File: src/rtl/core_alu_pkg.sv
// Shared widths, op codes and FSM encodings for the core ALU scheduler.
// Op code order matches the one-hot flag order expected by core_alu.
package core_alu_pkg;

   localparam int XLEN  = 32;
   localparam int OP_W  = 6;
   localparam int N_OPS = 37;

   localparam logic [OP_W-1:0] OP_ADDI  = 6'd0;
   localparam logic [OP_W-1:0] OP_SLTI  = 6'd1;
   localparam logic [OP_W-1:0] OP_SLTIU = 6'd2;
   localparam logic [OP_W-1:0] OP_XORI  = 6'd3;
   localparam logic [OP_W-1:0] OP_ORI   = 6'd4;
   localparam logic [OP_W-1:0] OP_ANDI  = 6'd5;
   localparam logic [OP_W-1:0] OP_SLLI  = 6'd6;
   localparam logic [OP_W-1:0] OP_SRLI  = 6'd7;
   localparam logic [OP_W-1:0] OP_SRAI  = 6'd8;
   localparam logic [OP_W-1:0] OP_ADD   = 6'd9;
   localparam logic [OP_W-1:0] OP_SUB   = 6'd10;
   localparam logic [OP_W-1:0] OP_SLL   = 6'd11;
   localparam logic [OP_W-1:0] OP_SLT   = 6'd12;
   localparam logic [OP_W-1:0] OP_SLTU  = 6'd13;
   localparam logic [OP_W-1:0] OP_XOR   = 6'd14;
   localparam logic [OP_W-1:0] OP_SRL   = 6'd15;
   localparam logic [OP_W-1:0] OP_SRA   = 6'd16;
   localparam logic [OP_W-1:0] OP_OR    = 6'd17;
   localparam logic [OP_W-1:0] OP_AND   = 6'd18;
   localparam logic [OP_W-1:0] OP_LUI   = 6'd19;
   localparam logic [OP_W-1:0] OP_AUIPC = 6'd20;
   localparam logic [OP_W-1:0] OP_JAL   = 6'd21;
   localparam logic [OP_W-1:0] OP_JALR  = 6'd22;
   localparam logic [OP_W-1:0] OP_BEQ   = 6'd23;
   localparam logic [OP_W-1:0] OP_BNE   = 6'd24;
   localparam logic [OP_W-1:0] OP_BLT   = 6'd25;
   localparam logic [OP_W-1:0] OP_BGE   = 6'd26;
   localparam logic [OP_W-1:0] OP_BLTU  = 6'd27;
   localparam logic [OP_W-1:0] OP_BGEU  = 6'd28;
   localparam logic [OP_W-1:0] OP_LB    = 6'd29;
   localparam logic [OP_W-1:0] OP_LH    = 6'd30;
   localparam logic [OP_W-1:0] OP_LW    = 6'd31;
   localparam logic [OP_W-1:0] OP_LBU   = 6'd32;
   localparam logic [OP_W-1:0] OP_LHU   = 6'd33;
   localparam logic [OP_W-1:0] OP_SB    = 6'd34;
   localparam logic [OP_W-1:0] OP_SH    = 6'd35;
   localparam logic [OP_W-1:0] OP_SW    = 6'd36;

   localparam logic [1:0] ST_IDLE = 2'd0;
   localparam logic [1:0] ST_EXEC = 2'd1;
   localparam logic [1:0] ST_RESP = 2'd2;

   typedef enum logic {
      OWN_EX = 1'b0,
      OWN_LS = 1'b1
   } owner_e;

   function automatic logic op_in_range(input logic [OP_W-1:0] op);
      return op < OP_W'(N_OPS);
   endfunction

endpackage

File: src/rtl/core_alu_opdec.sv
// Op code to one-hot ALU flag decoder; codes outside the op table decode to zero.
module core_alu_opdec
   import core_alu_pkg::*;
(
   input  logic [OP_W-1:0]  op,
   output logic [N_OPS-1:0] onehot
);

   always_comb begin
      onehot = '0;
      for (int i = 0; i < N_OPS; i++) begin
         onehot[i] = (op == OP_W'(i));
      end
   end

endmodule

File: src/rtl/core_alu_sched.sv
// Round-robin scheduler sharing one core_alu between the EX and LS requesters.
//   state   | meaning
//   IDLE    | no op owned; grants at most one requester per cycle
//   EXEC    | operands and op flags held while the ALU works, cnt counts down
//   RESP    | sampled result offered to the owner until it is consumed
module core_alu_sched
   import core_alu_pkg::*;
#(
   parameter int ALU_LAT = 3
) (
   input  logic             clk,
   input  logic             rst,
   input  logic             flush,
   input  logic             ex_req_valid,
   output logic             ex_req_ready,
   input  logic [OP_W-1:0]  ex_req_op,
   input  logic [XLEN-1:0]  ex_req_rs1,
   input  logic [XLEN-1:0]  ex_req_rs2,
   input  logic [XLEN-1:0]  ex_req_imm,
   output logic             ex_rsp_valid,
   input  logic             ex_rsp_ready,
   output logic [XLEN-1:0]  ex_rsp_result,
   input  logic             ls_req_valid,
   output logic             ls_req_ready,
   input  logic [OP_W-1:0]  ls_req_op,
   input  logic [XLEN-1:0]  ls_req_rs1,
   input  logic [XLEN-1:0]  ls_req_rs2,
   input  logic [XLEN-1:0]  ls_req_imm,
   output logic             ls_rsp_valid,
   input  logic             ls_rsp_ready,
   output logic [XLEN-1:0]  ls_rsp_result,
   output logic [N_OPS-1:0] alu_op_onehot,
   output logic [XLEN-1:0]  alu_rs1,
   output logic [XLEN-1:0]  alu_rs2,
   output logic [XLEN-1:0]  alu_imm,
   input  logic [XLEN-1:0]  alu_result,
   output logic             busy
);

   localparam int CNT_W = $clog2(ALU_LAT + 1);

   logic [1:0]       state_q;
   logic [CNT_W-1:0] cnt_q;
   owner_e           owner_q;
   owner_e           last_grant_q;
   logic [OP_W-1:0]  op_q;
   logic [XLEN-1:0]  rs1_q;
   logic [XLEN-1:0]  rs2_q;
   logic [XLEN-1:0]  imm_q;
   logic [XLEN-1:0]  result_q;
   logic [N_OPS-1:0] dec_onehot;

   logic             can_grant;
   logic             grant_ex;
   logic             grant_ls;
   logic             accept;
   logic             rsp_fire;
   logic [OP_W-1:0]  sel_op;
   logic [XLEN-1:0]  sel_rs1;
   logic [XLEN-1:0]  sel_rs2;
   logic [XLEN-1:0]  sel_imm;

   // A tie goes to whichever requester was not served last.
   assign can_grant = (state_q == ST_IDLE) && !flush && !rst;
   assign grant_ex  = can_grant && ex_req_valid && (!ls_req_valid || last_grant_q == OWN_LS);
   assign grant_ls  = can_grant && ls_req_valid && (!ex_req_valid || last_grant_q == OWN_EX);
   assign accept    = grant_ex || grant_ls;

   assign ex_req_ready = grant_ex;
   assign ls_req_ready = grant_ls;

   assign sel_op  = grant_ls ? ls_req_op  : ex_req_op;
   assign sel_rs1 = grant_ls ? ls_req_rs1 : ex_req_rs1;
   assign sel_rs2 = grant_ls ? ls_req_rs2 : ex_req_rs2;
   assign sel_imm = grant_ls ? ls_req_imm : ex_req_imm;

   core_alu_opdec u_opdec (
      .op     (op_q),
      .onehot (dec_onehot)
   );

   assign alu_op_onehot = (state_q == ST_EXEC) ? dec_onehot : '0;
   assign alu_rs1       = rs1_q;
   assign alu_rs2       = rs2_q;
   assign alu_imm       = imm_q;

   assign ex_rsp_valid  = (state_q == ST_RESP) && (owner_q == OWN_EX);
   assign ls_rsp_valid  = (state_q == ST_RESP) && (owner_q == OWN_LS);
   assign ex_rsp_result = result_q;
   assign ls_rsp_result = result_q;
   assign rsp_fire      = (ex_rsp_valid && ex_rsp_ready) || (ls_rsp_valid && ls_rsp_ready);

   assign busy = (state_q != ST_IDLE);

   always_ff @(posedge clk) begin
      if (rst) begin
         state_q      <= ST_IDLE;
         cnt_q        <= '0;
         owner_q      <= OWN_EX;
         last_grant_q <= OWN_LS;
         op_q         <= '0;
         rs1_q        <= '0;
         rs2_q        <= '0;
         imm_q        <= '0;
         result_q     <= '0;
      end else if (flush) begin
         state_q <= ST_IDLE;
      end else begin
         case (state_q)
            ST_IDLE: begin
               if (accept) begin
                  op_q         <= sel_op;
                  rs1_q        <= sel_rs1;
                  rs2_q        <= sel_rs2;
                  imm_q        <= sel_imm;
                  owner_q      <= grant_ls ? OWN_LS : OWN_EX;
                  last_grant_q <= grant_ls ? OWN_LS : OWN_EX;
                  cnt_q        <= CNT_W'(ALU_LAT - 1);
                  state_q      <= ST_EXEC;
               end
            end
            ST_EXEC: begin
               if (cnt_q == '0) begin
                  // Unknown op codes never reach the ALU, so their result is forced.
                  result_q <= op_in_range(op_q) ? alu_result : '0;
                  state_q  <= ST_RESP;
               end else begin
                  cnt_q <= cnt_q - CNT_W'(1);
               end
            end
            ST_RESP: begin
               if (rsp_fire) begin
                  state_q <= ST_IDLE;
               end
            end
            default: state_q <= ST_IDLE;
         endcase
      end
   end

endmodule

File: config.mk
export PLATFORM = sky130hd
export DESIGN_NAME = core_alu_sched
export DESIGN_NICKNAME = d
export VERILOG_FILES = /design/src/rtl/core_alu_pkg.sv /design/src/rtl/core_alu_opdec.sv /design/src/rtl/core_alu_sched.sv
export SDC_FILE = /design/constraint.sdc
export NUM_CORES = 1
export LEC_CHECK = 0
export CAP_MARGIN = 20
export CELL_PAD_IN_SITES_DETAIL_PLACEMENT = 1
export CELL_PAD_IN_SITES_GLOBAL_PLACEMENT = 2
export CORE_MARGIN = 2
export CORE_UTILIZATION = 20
export DETAILED_ROUTE_END_ITERATION = 8
export PLACE_DENSITY_LB_ADDON = 0.3
export RECOVER_POWER = 50
export SETUP_SLACK_MARGIN = 0.15
export SKIP_CTS_REPAIR_TIMING = 1
export SLEW_MARGIN = 20
export SYNTH_ARGS = -nofsm -noshare
export SYNTH_HDL_FRONTEND = slang
export SYNTH_SLANG_ARGS = --single-unit
File: constraint.sdc
create_clock -name clk -period 4 [get_ports clk]
set_clock_uncertainty 0.05 [all_clocks]
set_input_delay 0.8 -clock clk [delete_from_list [all_inputs] [get_ports clk]]
set_output_delay 0.8 -clock clk [all_outputs]
set_load 0.01 [all_outputs]
Word level (Yosys, flattened, before mapping)
Cells that the tools add are included.
- memories: 0
- register bits: 140
- bits in read-only memories: 0
- input port bits: 243
- memory bits (writable): 0
- latch bits: 0
- word-level logic and storage cells: 98
- output and inout port bits: 202
- add/sub/neg operators: 1
- order comparisons: 1
- eq/ne operators: 42
- multiplexer cells: 14
- multipliers: 0
- bitwise gates (word level): 3
- reductions and logical operators: 28
- div/mod/pow operators: 0
- shifts and indexed selects: 0
- operator list (kind ; number):
    two-way mux 32 bit ; 4
    == test 6 x 5 -> 1 bit (second input constant) ; 16
    == test 6 x 4 -> 1 bit (second input constant) ; 8
    two-way mux 37 bit ; 1
    == test 6 bit (second input constant) ; 5
    == test 6 x 3 -> 1 bit (second input constant) ; 4
    == test 6 x 2 -> 1 bit (second input constant) ; 2
    logical AND 1 bit ; 10
    two-way mux 2 bit ; 5
    AND reduction 3 bit ; 3
    == test 6 x 1 -> 1 bit (second input constant) ; 1
    logical NOT 6 bit ; 1
    < comparator 6 bit (second input constant) ; 1
    two-way mux 6 bit ; 1
    inequality test 2 bit (second input constant) ; 3
    one-hot mux 2 bit (3 select lines) ; 1
    logical NOT 1 bit ; 4
    logical NOT 2 bit ; 2
    logical OR 1 bit ; 4
    one-hot mux 2 bit (2 select lines) ; 1
    AND reduction 4 bit ; 1
    nonzero test 2 bit ; 2
    NOT 1 bit ; 3
    == test 2 x 1 -> 1 bit (second input constant) ; 1
    5 further kinds ; 5

Logic depth before layout (Yosys ltp)
Gate-level depths: netlist of the first run.
- depth in word-level cells: 8
- depth in mapped cells: 7
- mapped depth without buffers: 5

Cells and area by module
Synthesis of the first run repeated with hierarchy kept, for this count alone.
- cell total of the unflattened synthesis: 723
- area, all modules: 6518.8 sq um
- modules (own cells, without submodules) (module ; instances ; sequential area each (sq um) ; area each (sq um) ; cells each):
    core_alu_sched ; 1 ; 2802.7 ; 6226.0 ; 669
    core_alu_opdec ; 1 ; 0.0 ; 292.8 ; 54

Worst setup path after synthesis of the first run
No wires, ideal clock.
- path kind: input to output
- from: in flush
- to: out ex_req_ready
- arrival time: 1.752 ns
- cell stages on the path: 3
- slack: 1.398 ns
- data required time: 3.150 ns
- cells stage by stage: buf_2 or4_1 nor3_1
- word-level cells in the longest chain between the ends: 5
- RTL lines (element ; RTL line ; text):
    from (decl) ; core_alu_sched.sv:13 ; input logic flush,
    logical NOT 1 bit ; core_alu_sched.sv:64 ; assign can_grant = (state_q == ST_IDLE) && !flush && !rst;
    logical AND 1 bit (2 in series) ; core_alu_sched.sv:64 ;
    logical AND 1 bit (2 in series) ; core_alu_sched.sv:65 ; assign grant_ex = can_grant && ex_req_valid && (!ls_req_valid || last_grant_q == OWN_LS);
    to (decl) ; core_alu_sched.sv:15 ; output logic ex_req_ready,
Every way passes these cells.

Worst setup path in the final report of the first run
Ends and elaborated chain as after synthesis.

==> results.md, run 1 <==
* Status: completed
* Period utilization at 92.7%
* Synthesized area per cell at 9.07 sq um
* Clock Tree Buf Depth at 2
* Placement Rows at 64
* Drt drc at 0
* Util after Layout at 37.1%
* Crit path max fanout at 2
* Internal cell power at 2930 uW
* Final min period at 3710 ps
* Synthesized instance count at 690
* CP startpoint: flush
* Share of the synthesized area in the top cell type at 44.8%
* WP data required at 3150 ps
* Placement Cell Area at 10800 sq um
* Net Sw Frac at 28.3%
* Final hold viol count at 0
* Root Buffer: clkbuf_16
* Synth area leader: dfxtp_1
* CTS Sinks at 140
* CTS H-Tree Depth at 4
* Yosys warns at 0
* Reg-to-reg endpoint: ex_rsp_result[28]
* Initial DRC Count at 241
* Clock share of power at 38.4%
* Initial antenna violation count at 2
* Min-Delay Path Class: reg2reg
* CTS buffer count at 17
* Port Buf Inserts at 444
* Fillers at 3481
* NetSw at 1160 uW
* Synthesized net count at 934
* Worst Reg-to-Reg Cells at 4
* Fraction of layout cells with a size suffix above 1 at 5.24%
* Main flop type after synthesis: dfxtp_1
* Max Fclk at 0.270 GHz
* Leakage at 0.00469 uW
* FF-to-FF setup slack at 1410 ps
* Final WL at 29600 um
* Vias in the first global route at 7490
* Tot GR Track Use at 17.6%
* CTS tree: yes
* CTS clk-pin slew, worst paths at 60 ps
* DR vias/cell at 4.84
* Seq/Total Area, Yosys at 44.8%
* Max-slew violations at 0
* Post-synth EDFFs at 0
* Core ar. at 30700 sq um
* Critical Path Sink Type: output port
* Die X at 181 um
* Area Growth Syn to Fin at 81.8%
* Peak supply drop at 0.000244 V
* Worst setup path end: ex_req_ready
* Setup-failing EPs final at 0
* Drt wl/cell at 20.2 um
* Crit path kind: in2out
* Die footprint at 32700 sq um
* Flop pwr share at 39.2%
* Seq cells post-synth at 140
* Pin count of the biggest net entering global routing at 75
* Finished Cell Area at 11400 sq um
* Fin Setup TNS at 0 ps
* Comb power frac at 22.5%
* Die Height at 181 um
* RSZ-0062 raised after global routing: no
* FFs w/ async S/R, synth at 0%
* Routability cong. at 0.706
* Max-Cap Viols at 0
* Crit path arrival time at 2860 ps
* Worst skew pair latency at 420 ps
* Hpwl dp at 21100 um
* Via Count at 7096
* CP startpoint kind: input pin
* Starting Density at 20.4%
* Drt pass-1 iters at 4
* Worst slew margin at 1.94%
* IO Count at 445
* R2R Path Start: state_q[1]
* Dominant cells by area after synthesis: dfxtp_1, o32ai_1, a22oi_1
* ANT nets after route at 0
* P per Cell Area at 359 nW/um^2
* First-pass GRT wire length at 45200 um
* Final nets at 1299
* Slew @ Worst Pin at 1470 ps
* Grt ovf at 0
* Distinct cells, synth at 41
* Mapped Area at 6260 sq um
critical path, cell delays in order:
cell             delay (ps)
dlygate4sd3_1           560
or4_1                   500
nor3_1                  360
clkdlybuf4s50_1         640
logic make-up (layout without fill, tap and decap cells):
family / count (synthesis) / count (layout) / share of synthesized area, %
buffers and inverters: 119 / 497 / 9.55
AND/OR/NAND/NOR: 179 / 179 / 12.8
AO/OA/AOI/OAI: 250 / 250 / 32.5
adder cells (fa/ha/maj): 1 / 1 / 0.200
other: 0 / 1 / 0
multiplexers: 1 / 1 / 0.160
flip-flops: 140 / 140 / 44.8
through the flow:
stage          hold WS [ps]  worst slack (ps)  power (uW)  cells
3_3_place_gp            395               386        2600   1432
3_5_place_dp            401               328        2610   1432
6_report                402               291        4080   1465
4_1_cts                 410               312        4220   1464
5_1_grt                 422               164        4300   1465
2_1_floorplan           403              1400        1990    690
Yosys cell counts, types with 2 or more instances:
master    count
nand4_1       2
inv_1         4
nor4_1        4
or4_1         2
o32ai_1     102
nor3_1        8
nand2b_1      2
nand2_1     110
a22o_1       32
nor3b_1       2
clkbuf_1     56
and3b_1       3
nand3b_1      2
dfxtp_1     140
buf_4        32
buf_2        25
a22oi_1     102
buf_1         2
or3_1         2
o21ai_0       2
nor2_1       32
nor4b_1       2
a21oi_1       4
flip-flops by register name, summed over array words and instances (netlist names):
signal,count
last_grant_q,1
ex_rsp_result,32
alu_rs1,32
alu_rs2,32
owner_q,1
alu_imm,32
state_q,2
cnt_q,2
op_q,6
layer usage:
metal	GRT usage [%]	wire length [um]
met3	7.42	2900
met2	31.0	14900
met5	0	0
met1	19.5	11400
met4	4.77	490
power groups by stage:
stage,logic (uW),registers (uW),clock network (uW)
2_1_floorplan,319,1670,0
3_3_place_gp,973,1630,0
3_5_place_dp,975,1640,0
4_1_cts,980,1610,1630
5_1_grt,993,1620,1680
6_report,917,1600,1570
worst min path at each step:
| stage | start | endpoint | slack, ps | cells after the start |
|---|---|---|---|---|
| after CTS | alu_imm[8] | alu_imm[8] | 410 | 2 |
| after floorplan | cnt_q[1] | cnt_q[1] | 400 | 1 |
| after global placement | alu_rs1[0] | alu_rs1[0] | 390 | 2 |
| final | alu_rs1[30] | alu_rs1[30] | 400 | 2 |
| after detailed placement | alu_imm[4] | alu_imm[4] | 400 | 2 |
| after global routing | alu_imm[4] | alu_imm[4] | 420 | 2 |
placed cells by master (no fill, tap or decap), types with 4 or more instances in the layout:
master,Yosys,final
clkdlybuf4s50_1,0,283
dlygate4sd3_1,0,161
dfxtp_1,140,140
nand2_1,110,110
o32ai_1,102,102
a22oi_1,102,102
nor2_1,32,32
a22o_1,32,32
clkbuf_16,0,17
buf_4,32,13
nor3_1,8,8
clkinvlp_4,0,6
nor4_1,4,4
a21oi_1,4,4
cell type report:
type	count	area [sq um]	share of cell area (%)
timing repair buffer	461	4590	40.3
multi-input combinational	431	2900	25.5
sequential	140	2800	24.6
tap	396	495	4.35
clock buffer	20	457	4.01
clock inverter	12	115	1.01
inverter	4	17.5	0.154
antenna	1	2.50	0.0220
Note: power is estimated with default switching activity, not from simulation.
==> run 2: changes to the inputs <==
--- a/config.mk
+++ b/config.mk
@@ -8,9 +8,10 @@
 export CAP_MARGIN = 20
 export CELL_PAD_IN_SITES_DETAIL_PLACEMENT = 1
 export CELL_PAD_IN_SITES_GLOBAL_PLACEMENT = 2
-export CORE_MARGIN = 2
-export CORE_UTILIZATION = 20
+export CORE_AREA = 2 2 173 175
 export DETAILED_ROUTE_END_ITERATION = 8
+export DIE_AREA = 0 0 175 177
+export DONT_BUFFER_PORTS = 1
 export PLACE_DENSITY_LB_ADDON = 0.3
 export RECOVER_POWER = 50
 export SETUP_SLACK_MARGIN = 0.15
==> results.md, run 2 (synthesis results as in run 1) <==
* Status: completed
* Leakage at 0.00264 uW
* NetSw at 1060 uW
* First-pass GRT wire length at 34700 um
* Hold Crit Depth at 1
* Period utilization at 79.2%
* Final WL at 24300 um
* DR vias/cell at 5.42
* Pin count of the biggest net entering global routing at 62
* Net Sw Frac at 28.3%
* Area Growth Syn to Fin at 10.6%
* Core ar. at 29200 sq um
* Commonest non-fill, non-tap cells in the layout: dfxtp_1, nand2_1, o32ai_1, a22oi_1
* Placement Cell Area at 6300 sq um
* Die X at 175 um
* DP Worst Slack at 1140 ps
* Worst Reg-to-Reg Cells at 4
* CP startpoint kind: flop
* Slew @ Worst Pin at 1170 ps
* WP data required at 3150 ps
* Drt pass-1 iters at 4
* Hpwl dp at 17200 um
* FF-to-FF setup slack at 1080 ps
* Flop pwr share at 45.8%
* Initial DRC Count at 236
* Routability cong. at 0.786
* Die Height at 177 um
* Clock Tree Buf Depth at 2
* Worst slew margin at 22.1%
* Reg-to-reg endpoint: alu_rs1[0]
* Worst setup margin at 830 ps
* Peak supply drop at 0.000263 V
* Final nets at 851
* IO Count at 445
* Root Buffer: clkbuf_16
* Via Count at 5464
* Crit path kind: reg2out
* CTS H-Tree Depth at 4
* Initial antenna violation count at 3
* Critical Path Sink Type: output port
* RSZ-0062 raised after global routing: no
* Port Buf Inserts at 0
* Drt drc at 0
* Internal cell power at 2670 uW
* Final hold viol count at 0
* Comb power frac at 9.9%
* Die footprint at 31000 sq um
* Fin Setup TNS at 0 ps
* Hold EP: cnt_q[0]
* Max Fclk at 0.315 GHz
* Fraction of layout cells with a size suffix above 1 at 8.58%
* Max-slew violations at 0
* Grt ovf at 0
* Clock share of power at 44.2%
* Tot GR Track Use at 14.8%
* CTS Sinks at 140
* Setup-failing EPs final at 0
* Crit path arrival time at 2320 ps
* Final min period at 3170 ps
* Finished Cell Area at 6920 sq um
* P per Cell Area at 539 nW/um^2
* ANT nets after route at 0
* Vias in the first global route at 5541
* CTS clk-pin slew, worst paths at 70 ps
* Worst skew pair latency at 420 ps
* Startpoint of the worst hold path: rst
* CTS buffer count at 17
* R2R Path Start: state_q[0]
* CTS tree: yes
* Min-Delay Path Class: in2reg
* Placement Rows at 63
* Crit path max fanout at 14
* Commonest non-fill, non-tap cell in the layout: dfxtp_1
* Starting Density at 21.4%
* Max-Cap Viols at 0
* Drt wl/cell at 24.1 um
-- run 2: per-layer routing --
| layer | GRT usage [%] | share of wire (%) |
|---|---|---|
| met1 | 15.6 | 37 |
| met2 | 26.5 | 52 |
| met5 | 0 | 0.13 |
| met3 | 5.97 | 9.1 |
| met4 | 5.03 | 1.2 |
-- run 2: metrics by stage --
stage | power [uW] | std cells | hold slack [ps] | utilization, %
2_1_floorplan | 1990 | 690 | 403 | -
3_3_place_gp | 2100 | 977 | 413 | 21.5
3_5_place_dp | 2120 | 977 | 426 | 21.5
4_1_cts | 3810 | 1007 | 366 | 23.6
5_1_grt | 3920 | 1009 | 371 | 23.7
6_report | 3730 | 1009 | 400 | 23.7
-- run 2: critical path: stages, from the launching register on --
cell and delay, ps:
dfxtp_1 480, nor3b_1 600, nand4_1 290, nor3_1 530
-- run 2: worst max-delay path by stage --
stage	depth (start not counted)	start	slack, ps	endpoint
after global placement	3	ls_req_valid	1250	alu_rs2[12]
after detailed placement	3	ls_req_valid	1140	alu_imm[19]
after floorplan	3	flush	1400	ex_req_ready
after global routing	3	state_q[1]	690	alu_op_onehot[28]
after CTS	3	state_q[1]	810	alu_op_onehot[28]
final	3	state_q[1]	830	alu_op_onehot[28]
-- run 2: power groups by stage --
stage | combinational [uW] | sequential (uW) | clock (uW)
3_3_place_gp | 353 | 1740 | 0
3_5_place_dp | 375 | 1740 | 0
5_1_grt | 413 | 1730 | 1770
6_report | 371 | 1710 | 1650
2_1_floorplan | 319 | 1670 | 0
4_1_cts | 375 | 1710 | 1720
-- run 2: area by class of cell --
type / count / area, sq um
well taps: 390 / 488
diodes: 1 / 2.50
clock buffers: 19 / 453
multi-input cells: 431 / 2900
inverters: 4 / 17.5
repair buffers: 13 / 115
flip-flops and latches: 140 / 2800
fillers: 3360 / 22300
clock inverters: 11 / 145
==> run 3: changes to the inputs <==
--- a/config.mk
+++ b/config.mk
@@ -8,9 +8,9 @@
 export CAP_MARGIN = 20
 export CELL_PAD_IN_SITES_DETAIL_PLACEMENT = 1
 export CELL_PAD_IN_SITES_GLOBAL_PLACEMENT = 2
-export CORE_AREA = 2 2 173 175
+export CORE_AREA = 2 2 171 173
 export DETAILED_ROUTE_END_ITERATION = 8
-export DIE_AREA = 0 0 175 177
+export DIE_AREA = 0 0 173 175
 export DONT_BUFFER_PORTS = 1
 export PLACE_DENSITY_LB_ADDON = 0.3
 export RECOVER_POWER = 50
==> constraint.sdc (replaced) <==
create_clock -name clk -period 2.6 [get_ports clk]
set_clock_uncertainty 0.05 [all_clocks]
set_input_delay 0.52 -clock clk [delete_from_list [all_inputs] [get_ports clk]]
set_output_delay 0.52 -clock clk [all_outputs]
set_load 0.01 [all_outputs]
==> results.md, run 3 (synthesis results as in run 1) <==
* Commonest non-fill, non-tap cells in the layout: dfxtp_1, nand2_1, o32ai_1, a22oi_1, a22o_1
* Max-slew violations at 0
* Setup-failing EPs final at 0
* Status: completed
* Final min period at 2400 ps
* Fillers at 3278
* Hpwl dp at 17500 um
* Crit path max fanout at 11
* Worst setup margin at 197 ps
* Total power at 5730 uW
* Initial DRC Count at 310
* Diode count at 0
* Port Buf Inserts at 0
* Critical Path Sink Type: output port
* Min-Delay Path Class: in2reg
* Via Count at 5511
* FF-to-FF setup slack at 320 ps
* Final WL at 24600 um
* Crit path kind: reg2out
* Vias in the first global route at 5368
* RSZ-0062 raised after global routing: yes
* Fraction of layout cells with a size suffix above 1 at 11.6%
* Drt wl/cell at 24.3 um
* Leakage at 0.00271 uW
* Root Buffer: clkbuf_16
* Pin count of the biggest net entering global routing at 104
* Net Sw Frac at 29.8%
* Initial antenna violation count at 1
* Hold Crit Depth at 1
* Startpoint of the worst hold path: flush
* Period utilization at 92.4%
* Drt drc at 0
* Max Fclk at 0.416 GHz
* ANT nets after route at 0
* Comb power frac at 10.4%
* Die footprint at 30300 sq um
* Commonest non-fill, non-tap cell in the layout: dfxtp_1
* Peak supply drop at 0.000358 V
* CTS Sinks at 140
* Crit path arrival time at 1830 ps
* P per Cell Area at 814 nW/um^2
* R2R Path Start: state_q[1]
* Clock Tree Buf Depth at 2
* Tot GR Track Use at 15.4%
* First-pass GRT wire length at 35600 um
* Clock share of power at 43.8%
* NetSw at 1710 uW
* Flop pwr share at 45.8%
* IO Count at 445
* Area Growth Syn to Fin at 12.4%
* CTS tree: yes
* Grt ovf at 0
* Final hold viol count at 0
* Worst Reg-to-Reg Cells at 4
* Max-Cap Viols at 0
* Die Height at 175 um
* DR vias/cell at 5.44
* CTS buffer count at 17
* Hold EP: state_q[0]
* WP data required at 2030 ps
* Placement Rows at 62
* Die X at 173 um
* Drt pass-1 iters at 4
* CTS H-Tree Depth at 4
* Worst slew margin at 40.0%
* Worst skew pair latency at 410 ps
* Final nets at 860
* Internal cell power at 4020 uW
* CP startpoint kind: flop
* Reg-to-reg endpoint: alu_rs2[29]
* CTS clk-pin slew, worst paths at 60 ps
* DP Worst Slack at 312 ps
* Core ar. at 28400 sq um
* Routability cong. at 0.808
* Starting Density at 22.0%
* Slew @ Worst Pin at 892 ps
## run 3: changes by cell type in the layout (fill, tap and decap cells not counted), sizes merged
cell	delta
diode	-1
bufinv	-1
clkinvlp	-1
clkinv	-1
buf	+9
clkbuf	-1
inv	+6
## run 3: routing by layer
| layer | track usage [%] | vias to the layer above | wire length (um) |
|---|---|---|---|
| met1 | 16.5 | 2724 | 8930 |
| met3 | 5.72 | 20 | 2250 |
| met4 | 4.91 | 2 | 387 |
| li1 | - | 2481 | - |
| met2 | 27.9 | 284 | 13000 |
| met5 | 0 | - | 13 |
## run 3: power groups by stage
stage / clock, uW / sequential [uW] / combinational [uW]
2_1_floorplan: 0 / 2570 / 491
3_3_place_gp: 0 / 2670 / 570
3_5_place_dp: 0 / 2670 / 605
4_1_cts: 2640 / 2630 / 606
5_1_grt: 2710 / 2650 / 664
6_report: 2510 / 2620 / 596
## run 3: worst max-delay path by stage
| stage | startpoint | endpoint | slack, ps | cells after the start |
|---|---|---|---|---|
| detailed placement | ex_req_valid | op_q[5] | 310 | 5 |
| floorplan | flush | ex_req_ready | 560 | 3 |
| CTS | state_q[0] | ls_req_ready | -30 | 2 |
| finish | op_q[0] | alu_op_onehot[4] | 200 | 2 |
| global route | op_q[5] | alu_op_onehot[3] | 110 | 4 |
| global placement | ex_req_valid | op_q[5] | 370 | 5 |
## run 3: layout make-up
cell class                 count  area [sq um]  area share (%)
tap                          384           480            6.83
inverter                       4          17.5           0.249
clock inverter                14           158            2.24
clock buffer                  18           429            6.10
sequential                   140          2810            39.9
timing repair buffer          22           228            3.24
multi-input combinational    431          2920            41.4
## run 3: critical path, stage by stage (launching register included)
cell and delay [ps]:
dfxtp_2 380, or4b_2 750, nor2_1 290
## run 3: stage by stage
stage | hold WS [ps] | TNS, ps | cells | utilization [%] | cell area, sq um
global placement | 415 | 0 | 981 | 22.7 | 6440
global route | 97.2 | 0 | 1013 | 24.8 | 7040
finish | 131 | 0 | 1013 | 24.8 | 7040
CTS | 102 | -72.1 | 1013 | 24.7 | 7030
detailed placement | 439 | 0 | 981 | 22.7 | 6440
floorplan | 403 | 0 | 690 | - | 6260
==> RTL edit (settings of run 3) <==
`N_OPS`: 37 -> 74.
--- a/src/rtl/core_alu_pkg.sv
+++ b/src/rtl/core_alu_pkg.sv
@@ -5,5 +5,5 @@
    localparam int XLEN  = 32;
    localparam int OP_W  = 6;
-   localparam int N_OPS = 37;
+   localparam int N_OPS = 74;
 
    localparam logic [OP_W-1:0] OP_ADDI  = 6'd0;
Ports: changed (resized alu_op_onehot); port bits go from 445 to 482. The function was not compared with the original's and may differ.
==> RTL edit against run 3 <==
Routed wire length is 0.67% higher. Synthesized cell count grew 6.1%. Power down 1.2%. Die area is the same. Non-clock buffer count grew 2. Sequential cell count unchanged. Synthesized area is 3.4% higher. Worst hold slack better by 19 ps. Design area is 2.4% higher. Via count up 3.2%. Critical path depth is 1 higher. Final cell count grew 3.8%. Setup slack improved by 5.6 ps.
==> RTL edit: results (changes against run 3) <==
antenna violations before repair - 4 (+3)
beginning of the critical path - state_q[1]
FF-to-FF Start - state_q[0]
Core Util, Final - 25.4% (+0.59 points)
global-route wire length before repair - 35.7 mm (+0.21%)
met3 track demand over resource - 6.11% (+0.39 points)
share of synthesized area occupied by flip-flops and latches - 43.3% (-1.5 points)
Placer Congestion - 0.791 (-2.1%)
worst-path cell with the longest stage delay - or4_1
total placed instance area - 6570 um^2 (+2.0%)
Max FO, Critical Path - 10 (-1)
number of design-rule violations left by the first detailed-router iteration - 288 (-7.1%)
Detail Placement HPWL - 18.2 mm (+4.3%)
top post-synthesis cells by area - dfxtp_1 (43%), o32ai_1 (14%), a22oi_1 (12%), nand2_1 (6.6%), buf_4 (4.9%)
Overall Global Routing Usage - 15.5% (+0.10 points)
Worst slew margin - 38.7% (-1.3 points)
number of nets in the layout - 894 (+4.0%)
wire length per cell - 23.5 um (-3.0%)
endpoint of the most critical register-to-register path - alu_rs1[4]
worst-skew pair later-pin latency - 430 ps (+20 ps)
Leak - 2.70 nW (-0.32%)
Peak supply drop - 382 uV (+6.6%)
worst setup path endpoint - ex_req_ready
commonest cells in the netlist - dfxtp_1 (140), nand2_1 (113), a22oi_1 (102), o32ai_1 (102), clkbuf_1 (78)
met1 track demand over resource - 16.4% (-0.14 points)
pin count of the biggest net entering global routing - 71 (-32%)
run status - finished, final reports clean
post-synth net total - 976 (+4.5%)
met2 capacity usage during global routing - 26.4% (-1.6 points)
Netlist cell types - 39 (-4.9%)
[RTL edit: cell types whose count changed after synthesis, sizes merged, moves of 3 or more]
cell and change:
nand3 +7, nor2 +37, nor4 -4, clkbuf +22, buf -12, nand2 +3
nor2b +5, nor3 -7
[RTL edit: cell type report]
class | instances | area share (%)
Antenna cell | 4 | 0.139
Clock buffer | 22 | 6.58
Clock inverter | 10 | 1.60
Inverter | 5 | 0.295
Multi-Input combinational cell | 462 | 42.5
Sequential cell | 140 | 38.9
Tap cell | 384 | 6.67
Timing Repair Buffer | 24 | 3.32
[RTL edit: metal layers]
| layer | routed length (um) | share of wire [%] | vias to the layer above |
|---|---|---|---|
| met1 | 9040 | 37 | 2758 |
| met5 | 0 | 0 | - |
| li1 | - | - | 2563 |
| met2 | 12700 | 51 | 311 |
| met3 | 2240 | 9.0 | 54 |
| met4 | 818 | 3.3 | 0 |
[RTL edit: power by group]
part,total (mW),switching [mW],internal (mW),leakage (nW)
clock,2.44,0.952,1.48,0.282
combinational,0.617,0.375,0.242,1.26
sequential,2.61,0.267,2.34,1.16
total,5.66,1.59,4.07,2.70
[RTL edit: worst min path at each step]
stage          cells after the start            to  slack (ps)     start
6_report                           1  last_grant_q         150       rst
2_1_floorplan                      1      cnt_q[0]         380  cnt_q[0]
5_1_grt                            1  last_grant_q         130       rst
3_3_place_gp                       1      cnt_q[0]         400  cnt_q[0]
4_1_cts                            1  last_grant_q         110       rst
3_5_place_dp                       1      cnt_q[0]         410  cnt_q[0]
[RTL edit: kinds of logic after synthesis]
kind of cell | after synthesis | synth area share, %
muxes | 1 | 0.155
adders and majority gates | 1 | 0.193
AOI/OAI and AO/OA | 251 | 32.2
and+or+nand+nor | 209 | 13.7
DFF | 140 | 43.3
buffers and inverters | 130 | 10.6
[RTL edit: worst register-to-register path: stages, from the launching register on]
cell	delay [ps]
dfxtp_1	320
clkbuf_1	220
nor4_2	840
o21ai_4	110
clkbuf_4	380
a22oi_1	310
[RTL edit: per-stage QoR]
step | total power, mW | setup WS [ps] | cells
floorplan | 3.06 | 407 | 732
global placement | 3.24 | 449 | 1014
detailed placement | 3.27 | 456 | 1014
CTS | 5.75 | 61.8 | 1046
global route | 5.93 | 79.1 | 1051
finish | 5.66 | 203 | 1051
